**src/rtl/uart_tx_engine.sv**
```systemverilog
// UART transmit engine: frames a loaded byte with start, optional parity
// and stop bits and shifts it out LSB-first at a programmable bit rate.
module uart_tx_engine #(
    parameter int BAUD_W = 20
) (
    input  logic              clk,
    input  logic              reset,
    input  logic [BAUD_W-1:0] baud_k,
    input  logic              eight,
    input  logic              pen,
    input  logic              ohel,
    input  logic              load,
    input  logic [7:0]        out_port,
    output logic              tx,
    output logic              txrdy
);

    typedef enum logic [2:0] {
        IDLE   = 3'd0,
        START  = 3'd1,
        DATA   = 3'd2,
        PARITY = 3'd3,
        STOP   = 3'd4
    } state_t;

    state_t            state_q, state_d;
    logic [BAUD_W-1:0] cnt_q, cnt_d;
    logic [BAUD_W-1:0] k_q, k_d;
    logic [3:0]        bit_q, bit_d;
    logic [7:0]        sh_q, sh_d;
    logic              eight_q, eight_d;
    logic              pen_q, pen_d;
    logic              par_q, par_d;
    logic              tx_q, tx_d;
    logic              rdy_q, rdy_d;

    logic [BAUD_W-1:0] k_eff;
    logic [3:0]        last_bit;
    logic              bit_end;

    // A divisor of zero behaves like one clock per bit.
    assign k_eff    = (baud_k == '0) ? BAUD_W'(1) : baud_k;
    assign last_bit = eight_q ? 4'd7 : 4'd6;
    assign bit_end  = (cnt_q == k_q - BAUD_W'(1));

    assign tx    = tx_q;
    assign txrdy = rdy_q;

    // State and datapath registers; reset aborts any frame in progress.
    always_ff @(posedge clk or negedge reset) begin
        if (!reset) begin
            state_q <= IDLE;
            cnt_q   <= '0;
            k_q     <= '0;
            bit_q   <= '0;
            sh_q    <= 8'hFF;
            eight_q <= 1'b1;
            pen_q   <= 1'b0;
            par_q   <= 1'b0;
            tx_q    <= 1'b1;
            rdy_q   <= 1'b1;
        end else begin
            state_q <= state_d;
            cnt_q   <= cnt_d;
            k_q     <= k_d;
            bit_q   <= bit_d;
            sh_q    <= sh_d;
            eight_q <= eight_d;
            pen_q   <= pen_d;
            par_q   <= par_d;
            tx_q    <= tx_d;
            rdy_q   <= rdy_d;
        end
    end

    // Next-state logic: each bit lasts k_q clocks, tx is set a bit ahead.
    always_comb begin
        state_d = state_q;
        cnt_d   = cnt_q;
        k_d     = k_q;
        bit_d   = bit_q;
        sh_d    = sh_q;
        eight_d = eight_q;
        pen_d   = pen_q;
        par_d   = par_q;
        tx_d    = tx_q;
        rdy_d   = rdy_q;

        unique case (state_q)
            IDLE: begin
                if (load) begin
                    sh_d    = out_port;
                    k_d     = k_eff;
                    eight_d = eight;
                    pen_d   = pen;
                    par_d   = (eight ? ^out_port : ^out_port[6:0]) ^ ohel;
                    cnt_d   = '0;
                    bit_d   = '0;
                    tx_d    = 1'b0;
                    rdy_d   = 1'b0;
                    state_d = START;
                end
            end
            START: begin
                if (!bit_end) begin
                    cnt_d = cnt_q + BAUD_W'(1);
                end else begin
                    cnt_d   = '0;
                    bit_d   = '0;
                    tx_d    = sh_q[0];
                    sh_d    = {1'b1, sh_q[7:1]};
                    state_d = DATA;
                end
            end
            DATA: begin
                if (!bit_end) begin
                    cnt_d = cnt_q + BAUD_W'(1);
                end else begin
                    cnt_d = '0;
                    if (bit_q == last_bit) begin
                        if (pen_q) begin
                            tx_d    = par_q;
                            state_d = PARITY;
                        end else begin
                            tx_d    = 1'b1;
                            state_d = STOP;
                        end
                    end else begin
                        tx_d  = sh_q[0];
                        sh_d  = {1'b1, sh_q[7:1]};
                        bit_d = bit_q + 4'd1;
                    end
                end
            end
            PARITY: begin
                if (!bit_end) begin
                    cnt_d = cnt_q + BAUD_W'(1);
                end else begin
                    cnt_d   = '0;
                    tx_d    = 1'b1;
                    state_d = STOP;
                end
            end
            STOP: begin
                if (!bit_end) begin
                    cnt_d = cnt_q + BAUD_W'(1);
                end else begin
                    cnt_d   = '0;
                    tx_d    = 1'b1;
                    rdy_d   = 1'b1;
                    state_d = IDLE;
                end
            end
            default: begin
                tx_d    = 1'b1;
                rdy_d   = 1'b1;
                cnt_d   = '0;
                state_d = IDLE;
            end
        endcase
    end

endmodule

```
**config.mk**
```make
export PLATFORM = sky130hd
export DESIGN_NAME = uart_tx_engine
export DESIGN_NICKNAME = d
export VERILOG_FILES = /design/src/rtl/uart_tx_engine.sv
export SDC_FILE = /design/constraint.sdc
export NUM_CORES = 1
export LEC_CHECK = 0
export BUFFER_PORTS_ARGS = -buffer_cell sky130_fd_sc_hd__buf_2
export CORE_MARGIN = 10
export CORE_UTILIZATION = 55
export CTS_CLUSTER_SIZE = 30
export DETAILED_ROUTE_END_ITERATION = 12
export GPL_ROUTABILITY_DRIVEN = 1
export GPL_TIMING_DRIVEN = 0
export PLACE_DENSITY = 0.82
export SETUP_SLACK_MARGIN = 0.2
export SLEW_MARGIN = 30
export SYNTH_ARGS = -nofsm -noshare
export SYNTH_HDL_FRONTEND = slang
export SYNTH_SLANG_ARGS = --single-unit
```
**constraint.sdc**
```tcl
create_clock -name clk -period 4.2 [get_ports clk]
set_input_delay 0 -clock clk [delete_from_list [all_inputs] [get_ports clk]]
set_output_delay 0 -clock clk [all_outputs]
set_load 0.1 [all_outputs]
```
After elaboration in Yosys (flattened, before gate mapping)

Index checks and enable logic that the tools add are counted.

Add/subtract/negate cells: 3
Reduce and logical (&&, ||, !) cells: 13
Equality and inequality tests: 14
Bitwise operators: 2
Mux-type cells: 32

Operators with widths:

| cell                  | number |
|---|---|
| $mux 20               | 3 |
| $pmux 20 s2           | 1 |
| $mux 8                | 4 |
| $pmux 8 s3            | 1 |
| $mux 3                | 7 |
| $add 20x1->20 const B | 1 |
| $eq 20x20->1          | 1 |
| $logic_not 20->1      | 1 |
| $sub 20x1->20 const B | 1 |
| $mux 4                | 4 |
| $pmux 3 s5            | 1 |
| $ne 2x2->1 const B    | 7 |
| $pmux 4 s3            | 1 |
| $mux 1                | 8 |
| $reduce_xor 8->1      | 1 |
| $reduce_xor 7->1      | 1 |
| $eq 3x2->1 const B    | 2 |
| $reduce_and 6->1      | 1 |
| $reduce_and 5->1      | 1 |
| $add 4x1->4 const B   | 1 |
| $eq 4x3->1            | 1 |
| $pmux 1 s4            | 1 |
| $reduce_and 4->1      | 1 |
| $reduce_or 4->1       | 1 |
| other kinds (12)      | 12 |

Input bits: 34
Word-level logic and storage cells: 74
Output and inout bits: 2
Bits in registers: 60

Depth between registers and ports, before layout

Gate-level depths: netlist of run 1.

Depth in word-level cells: 5
Mapped depth: 13
Mapped depth without buffers: 10

Least setup slack after synthesis of run 1

OpenSTA, ideal clock, no wires.

Path kind: register to register
Start point: register k_q[0]
End point: register tx_q (netlist: tx)
Data arrival time: 2.889 ns
Cell stages (with the launch flop): 12
Setup time: 0.085 ns
Data required time: 4.115 ns
Path buffers: 1
Slack: 1.226 ns
Period minus slack after synthesis: 2.974 ns
Cell sequence: dfrtp_1 inv_1 ha_1 nor3b_4 nand4_1 or3b_1 a31oi_1 o2bb2ai_1 or3_1 buf_6 a21oi_4 mux2_1

Cells in the longest elaborated chain, start to end: 4
Elaborated cells on any way between the ends: 6
Classes of those cells: add/sub (1); eq/ne (4); reduce/logical (1)

Ends and longest elaborated chain:

| item                                                             | line | source |
|---|---|---|
| start: declaration                                               | 28   | `logic [BAUD_W-1:0] k_q, k_d;` |
| start signal: assignment                                         | 65   | `k_q <= k_d;` |
| $sub 20x1->20 *                                                  | 44   | `assign bit_end = (cnt_q == k_q - BAUD_W'(1));` |
| $eq 20x20->1 *                                                   | 44   |  |
| $ne 2x1->1 (no source line) / $ne 2x2->1 (equally long branches) | --   |  |
| $reduce_and 4->1 (no source line) *                              | --   |  |
| end signal: assignment                                           | 71   | `tx_q <= tx_d;` |
| end: declaration                                                 | 34   | `logic tx_q, tx_d;` |

Every way passes the cells marked *; elsewhere a longest branch is shown, timed or not.
A chain may end at the register's enable or synchronous reset.

Worst setup path in the final report of run 1

Same ends and word-level chain as after synthesis.

==> summary.txt, run 1 <==
status: finished, final reports clean
routed wire length: 10100 um
hold buffers post-CTS: 29
Crit Path Max Fanout: 9
# IOs: 36
Arr. time, crit path: 3760 ps
antenna violations before repair: 0
Setup Viol. Count Final: 0
reg2reg path depth: 11
Slowest-stage cell, CP: dfrtp_1
CTS tree: yes
grt peak-use layer: met2
core area: 0.00683 sq mm
Final GP Congestion: 0.882
hold_sp: load
top_reg_cell synth: dfrtp_1
die width: 104 um
power density over the cells: 247 mW/mm^2
vias per cell: 5.72
Max-slew headroom: 41.2%
fmax: 287 MHz
final worst path period share: 82.9%
Yosys reg bits: 60
Slew Limit Fails: 0
Setup TNS Final: 0 ps
CTS Buf Count: 9
Final Hold Violating Endpoints: 0
Reg-to-Reg Start: k_q[0]
global-route wire length before repair: 17500 um
FILL cells: 540
total die area: 0.0108 sq mm
GR Overflow Total: 0
Post-Syn Area per Cell: 9.25 sq um
reg2reg end: tx
synthesis-to-finish area growth: 20.0%
number of max-cap violations: 0
skew final: 10.3 ps
CP startpoint kind: flip-flop
Worst-path clk slew: 70 ps
clk root buf: clkbuf_8
DRT Pass-1 Iters: 5
Worst Setup SP: k_q[0]
largest net degree at the start of global routing: 61
# resized after CTS: 0
H-tree Lvls: 3
clk sinks: 60
Max stage delay on crit path: 460 ps
Yosys cell types: 56
wire per inst: 16.9 um
Iteration-0 DRC Markers: 297
largest area contributor in the netlist: dfrtp_1
Lkg Pwr: 2.04 nW
critical path, cell by cell: inv_1 -> ha_1 -> nor3b_4 -> nand4_1 -> or3b_1 -> a31oi_1 -> o2bb2ai_1 -> or3_1 -> buf_6 -> a21oi_4 -> mux2_1
Global Route Usage Sum: 19.3%
DRC errors left: 0
Pwr Total: 1.15 mW
GR Util met3: 3.78%
fin crit period: 3480 ps
Post-synth EDFFs: 0
Hold Path Class: input port to flip-flop
Endpoint, Worst Hold: txrdy
met1 Usage GRT: 23.8%
Syn. warnings: 0
met2 GRT Util: 32.5%
post-synthesis sequential area ratio: 38.9%
Cell Area, Synth: 0.00389 sq mm
crit path kind: flip-flop to flip-flop
final HPWL from detailed placement: 7070 um
vias in the first global route: 3484
fraction of layout cells with a size suffix above 1: 19.6%
Hold Path Stages: 4
Mapped Nets: 458
Initial Util: 57.0%
Worst EP required: 4480 ps
flop-to-flop setup slack: 720 ps
Synth top area share: 31.5%
row count: 30
Worst-Skew Late Latency: 350 ps
Die H: 104 um
CP endpoint kind: flip-flop
number of port buffers: 35
Register Area: 0.00152 sq mm
Worst-Margin Slew: 879 ps
Post-layout nets: 533
Async S/R FF share, synth: 100%
Final Core Density: 68.4%
WHS: 26.2 ps
RSZ-0062 raised after global routing: no
top post-synthesis cells by area: dfrtp_1 31%, dfstp_2 7.4%, xnor2_1 7.4%
most frequent cells in the layout: 49 x nand2_1, 49 x dfrtp_1, 36 x buf_2
Multi-input gate area: 0.00221 sq mm
Post-CTS Setup Repair Bufs: 0
antenna violation net count after detailed routing: 0
worst IR drop on VDD: 141 uV
via count: 3423
CTS max path bufs: 2
Post-Syn Instances: 421
how the worst max path moves through the flow:
stage	to	depth (start not counted)	slack (ps)
final	tx	11	720
after global routing	tx	11	510
after CTS	tx	11	800
after detailed placement	tx	11	830
after global placement	tx	11	910
after floorplan	tx	11	1230
where the power goes:
part,switching [mW],total [mW],leakage [nW],internal (mW)
registers,0.000284,0.579,0.695,0.579
logic,0.0316,0.0705,1.25,0.0390
clock network,0.233,0.504,0.0931,0.271
total,0.264,1.15,2.04,0.889
logic make-up (layout without fill, tap and decap cells):
family / count (synthesis) / after routing / share of synthesized area, %
AO/OA/AOI/OAI: 66 / 66 / 11.7
AND/OR/NAND/NOR: 181 / 181 / 25.7
flip-flops: 60 / 60 / 38.9
XOR/XNOR: 42 / 42 / 9.44
other: 0 / 1 / 0
adder cells (fa/ha/maj): 3 / 3 / 0.964
buffers and inverters: 37 / 117 / 4.40
multiplexers: 32 / 32 / 8.90
per-stage QoR:
step           std cells  cell area [sq um]  worst slack, ps
2_1_floorplan        421               3890             1230
3_3_place_gp         552               4190              913
3_5_place_dp         552               4200              829
4_1_cts              597               4670              799
5_1_grt              597               4670              508
6_report             598               4680              720
Yosys cell counts, types with 10 or more instances:
cell	instances
nand2_1	49
xnor2_1	33
nand4_1	10
inv_1	17
dfrtp_1	49
nor3_1	12
nor2_1	30
o21ai_0	17
mux2i_1	11
clkbuf_1	14
dfstp_2	11
mux2_2	20
nand2b_1	10
nand3_1	14
layout make-up:
cell class                 instances  share of cell area (%)
multi-input combinational        324                    47.4
clock inverter                     5                    1.12
buffer                            20                    2.30
inverter                          17                    1.36
timing repair buffer              64                    10.0
antenna                            1                  0.0535
sequential                        60                    32.4
tap                               96                    2.57
clock buffer                      11                    2.81
flip-flops by register name, indices dropped and copies added, names as in the netlist:
| register | flops |
|---|---|
| k_q | 20 |
| eight_q | 1 |
| state_q | 3 |
| sh_q | 8 |
| txrdy | 1 |
| cnt_q | 20 |
| par_q | 1 |
| pen_q | 1 |
| tx | 1 |
| bit_q | 4 |
critical path, delay by kind of cell, from the launching register on:
family / cells / cell delay [ps]
AND/OR/NAND/NOR: 4 / 1560
AO/OA/AOI/OAI: 3 / 570
flip-flops: 1 / 460
multiplexers: 1 / 350
buffers and inverters: 2 / 270
adder cells (fa/ha/maj): 1 / 190
per-layer routing:
| metal | share of wire (%) | vias to the layer above | wire length, um |
|---|---|---|---|
| met5 | 0 | - | 0 |
| met4 | 2.0 | 0 | 197 |
| met3 | 4.8 | 20 | 488 |
| met2 | 49 | 94 | 4970 |
| met1 | 44 | 1657 | 4420 |
| li1 | - | 1652 | - |
(Power assumes the default switching activity.)
==> run 2, diff against run 1 <==
--- a/config.mk
+++ b/config.mk
@@ -5,6 +5,7 @@
 export SDC_FILE = /design/constraint.sdc
 export NUM_CORES = 1
 export LEC_CHECK = 0
+export ABC_AREA = 1
 export BUFFER_PORTS_ARGS = -buffer_cell sky130_fd_sc_hd__buf_2
 export CORE_MARGIN = 10
 export CORE_UTILIZATION = 55
@@ -12,7 +13,7 @@
 export DETAILED_ROUTE_END_ITERATION = 12
 export GPL_ROUTABILITY_DRIVEN = 1
 export GPL_TIMING_DRIVEN = 0
-export PLACE_DENSITY = 0.82
+export PLACE_DENSITY = 0.84
 export SETUP_SLACK_MARGIN = 0.2
 export SLEW_MARGIN = 30
 export SYNTH_ARGS = -nofsm -noshare
==> constraint.sdc (replaced) <==
create_clock -name clk -period 3.1 [get_ports clk]
set_input_delay 0 -clock clk [delete_from_list [all_inputs] [get_ports clk]]
set_output_delay 0 -clock clk [all_outputs]
set_load 0.1 [all_outputs]
==> run 2 against run 1 <==
Setup slack worse by 71 ps. Via count grew 15%. Clock power is 67% higher. Critical path depth grew 2. Global-route usage down 0.25 points. Count of clock-buffer cells in the layout grew 2. Critical endpoint is now cnt_q[13]. Highest routed layer unchanged.
==> summary.txt, run 2 <==
Syn. warnings: 0 (unchanged)
fmax: 408 MHz (+42%)
Setup Viol. Count Final: 0 (unchanged)
fraction of layout cells with a size suffix above 1: 19.3% (-0.28 points)
most frequent cells in the layout: 169 x nand2_1, 54 x inv_1, 53 x nor2_1
Global Route Usage Sum: 19.0% (-0.25 points)
Post-Syn Area per Cell: 7.41 sq um (-20%)
core area: 0.00729 sq mm (+6.7%)
power density over the cells: 352 mW/mm^2 (+43%)
CTS max path bufs: 2 (unchanged)
Max-slew headroom: 48.9% (+7.7 points)
crit path kind: flip-flop to flip-flop
Endpoint, Worst Hold: sh_q[6]
Synth Area in Adders: 0.903% (-0.061 points)
fin crit period: 2450 ps (-1030 ps)
Synth top area share: 29.5% (-2.0 points)
Yosys reg bits: 60 (unchanged)
Yosys cell types: 37 (-34%)
Initial Util: 57.0% (about the same)
met1 Usage GRT: 22.4% (-1.4 points)
row count: 31 (+3.3%)
wire per inst: 14.1 um (-17%)
Final GP Congestion: 0.924 (+4.8%)
vias in the first global route: 3937 (+13%)
Post-CTS Setup Repair Bufs: 0 (unchanged)
GR Overflow Total: 0 (unchanged)
Reg-to-Reg Start: k_q[0]
combinational family with the most area after synthesis: simple AND/OR/NAND/NOR gates
Mapped Nets: 598 (+31%)
largest area contributor in the netlist: dfrtp_1
top_reg_cell synth: dfrtp_1
Worst-Margin Slew: 767 ps (-112 ps)
grt peak-use layer: met2
XOR/XNOR share of the synthesized area: 9.03% (-0.41 points)
Lkg Pwr: 2.39 nW (+17%)
H-tree Lvls: 3 (unchanged)
hold_sp: out_port[6]
via count: 3949 (+15%)
Post-Syn Instances: 561 (+33%)
Crit Path Max Fanout: 10 (+1)
Hold Path Class: input port to flip-flop
synthesis-to-finish area growth: 20.5%
DRC errors left: 0 (unchanged)
status: finished, final reports clean
Cell Area, Synth: 0.00416 sq mm (+6.7%)
antenna violations before repair: 1 (+1)
WHS: 4.30 ps (-21.9 ps)
hold buffers post-CTS: 31 (+6.9%)
global-route wire length before repair: 17800 um (+2.0%)
skew final: 9.71 ps (-0.538 ps)
mux cell area share after synthesis: 1.69% (-7.2 points)
Worst-Skew Late Latency: 340 ps (about the same)
CP endpoint kind: flip-flop
DRT Pass-1 Iters: 5 (unchanged)
Final Core Density: 68.7% (+0.23 points)
clk sinks: 60 (unchanged)
Async S/R FF share, synth: 100% (unchanged)
# placed instances: 695 (+26%)
clk root buf: clkbuf_8
final HPWL from detailed placement: 7660 um (+8.4%)
antenna violation net count after detailed routing: 0 (unchanged)
CTS Buf Count: 9 (unchanged)
Non-Filler Instances: 743 (+24%)
CTS tree: yes
top post-synthesis cells by area: dfrtp_1 30%, nand2_1 15%, dfstp_2 7.0%
most common cell after layout, fill and taps aside: nand2_1
vias per cell: 5.31 (-7.1%)
routed wire length: 10400 um (+3.6%)
Setup TNS Final: 0 ps (unchanged)
die width: 107 um (+2.7%)
met2 GRT Util: 31.7% (-0.78 points)
final worst path period share: 79.1% (-3.8 points)
Hold Path Stages: 3 (-1)
# resized after CTS: 0 (unchanged)
simple logic cell fraction of the synthesized area: 37.8% (+12 points)
flop-to-flop setup slack: 650 ps (-70 ps)
Die H: 107 um (+2.7%)
worst IR drop on VDD: 234 uV (+66%)
Arr. time, crit path: 2680 ps (-1080 ps)
count leader, synth: nand2_1
Iteration-0 DRC Markers: 255 (-14%)
Synth Area in Compound Gates: 7.13% (-4.6 points)
Post-layout nets: 675 (+27%)
Worst EP required: 3330 ps (-1150 ps)
GR Util met3: 4.37% (+0.59 points)
reg2reg path depth: 13 (+2)
number of port buffers: 35 (unchanged)
largest net degree at the start of global routing: 61 (unchanged)
post-synthesis sequential area ratio: 36.5% (-2.4 points)
# IOs: 36 (unchanged)
biggest regs: cnt_q x20, k_q x20, sh_q x8
reg2reg end: cnt_q[13]
number of max-cap violations: 0 (unchanged)
total die area: 0.0114 sq mm (+5.4%)
RSZ-0062 raised after global routing: no
Post-synth EDFFs: 0 (unchanged)
Commonest cells post-synth: 169 x nand2_1, 54 x inv_1, 53 x nor2_1, 49 x dfrtp_1, 35 x nand3_1
Slew Limit Fails: 0 (unchanged)
CP startpoint kind: flip-flop
Worst-path clk slew: 70 ps (about the same)
Final Hold Violating Endpoints: 0 (unchanged)
-- run 2: changes by cell type after synthesis, moves of 10 or more --
| cell | delta |
|---|---|
| nand2_1 | +120 |
| inv_1 | +37 |
| nor2_1 | +23 |
| nand3_1 | +21 |
| mux2_2 | -20 |
| xnor2_1 | -19 |
| xor2_1 | +18 |
| nand2_2 | +13 |
| o21ai_2 | +12 |
| clkbuf_1 | -10 |
| nand2b_1 | -10 |
-- run 2: where the power goes --
| group | total, mW | internal (mW) | switching (mW) |
|---|---|---|---|
| clock | 0.840 | 0.519 | 0.321 |
| sequential | 0.798 | 0.789 | 0.00867 |
| combinational | 0.127 | 0.0640 | 0.0628 |
| total | 1.76 | 1.37 | 0.392 |
-- run 2: cells by family (layout without fill, tap and decap cells) --
group / after synthesis / after routing
buffers and inverters: 70 / 152
other: 0 / 1
xor gates and xnor gates: 42 / 42
muxes: 7 / 7
AOI/OAI and AO/OA: 47 / 47
DFF: 60 / 60
and+or+nand+nor: 332 / 332
adders and majority gates: 3 / 3
-- run 2: critical path, stage by stage, from the launching register on --
cell and delay, ps:
dfrtp_1 400, inv_1 150, ha_1 330, nand2_4 140, nor2_8 180, xor2_2 180
nand2_1 80, nor2_1 90, nand2_1 90, nor2_4 130, nand2_4 90, a21oi_2 190
buf_4 210, nor2_1 60
-- run 2: layout make-up --
type,count,area [sq um]
Multi-Input combinational cell,431,2350
Fill cell,581,2280
Sequential cell,60,1520
Timing Repair Buffer,66,488
Inverter,59,221
Clock buffer,13,169
Tap cell,99,124
Buffer,11,70.1
Clock inverter,3,67.6
Antenna cell,1,2.50
-- run 2: how the worst max path moves through the flow --
stage	slack [ps]	from	endpoint	cells after the start
2_1_floorplan	1000	k_q[0]	bit_q[2]	15
3_3_place_gp	730	k_q[0]	cnt_q[19]	13
3_5_place_dp	670	k_q[0]	cnt_q[19]	13
4_1_cts	650	k_q[0]	cnt_q[19]	14
5_1_grt	390	k_q[0]	cnt_q[13]	14
6_report	650	k_q[0]	cnt_q[13]	13
-- run 2: metrics by stage --
step	power, mW	area [sq um]	worst slack, ps
finish	1.76	5010	648
floorplan	0.854	4160	1000
global placement	0.902	4460	732
CTS	1.77	5000	645
global route	1.82	5010	387
detailed placement	0.906	4460	672
-- run 2: metal layers --
metal,up-vias,part of all wire (%)
met3,27,4.9
met1,1864,43
met5,-,0
li1,1949,-
met4,0,3.6
met2,109,49
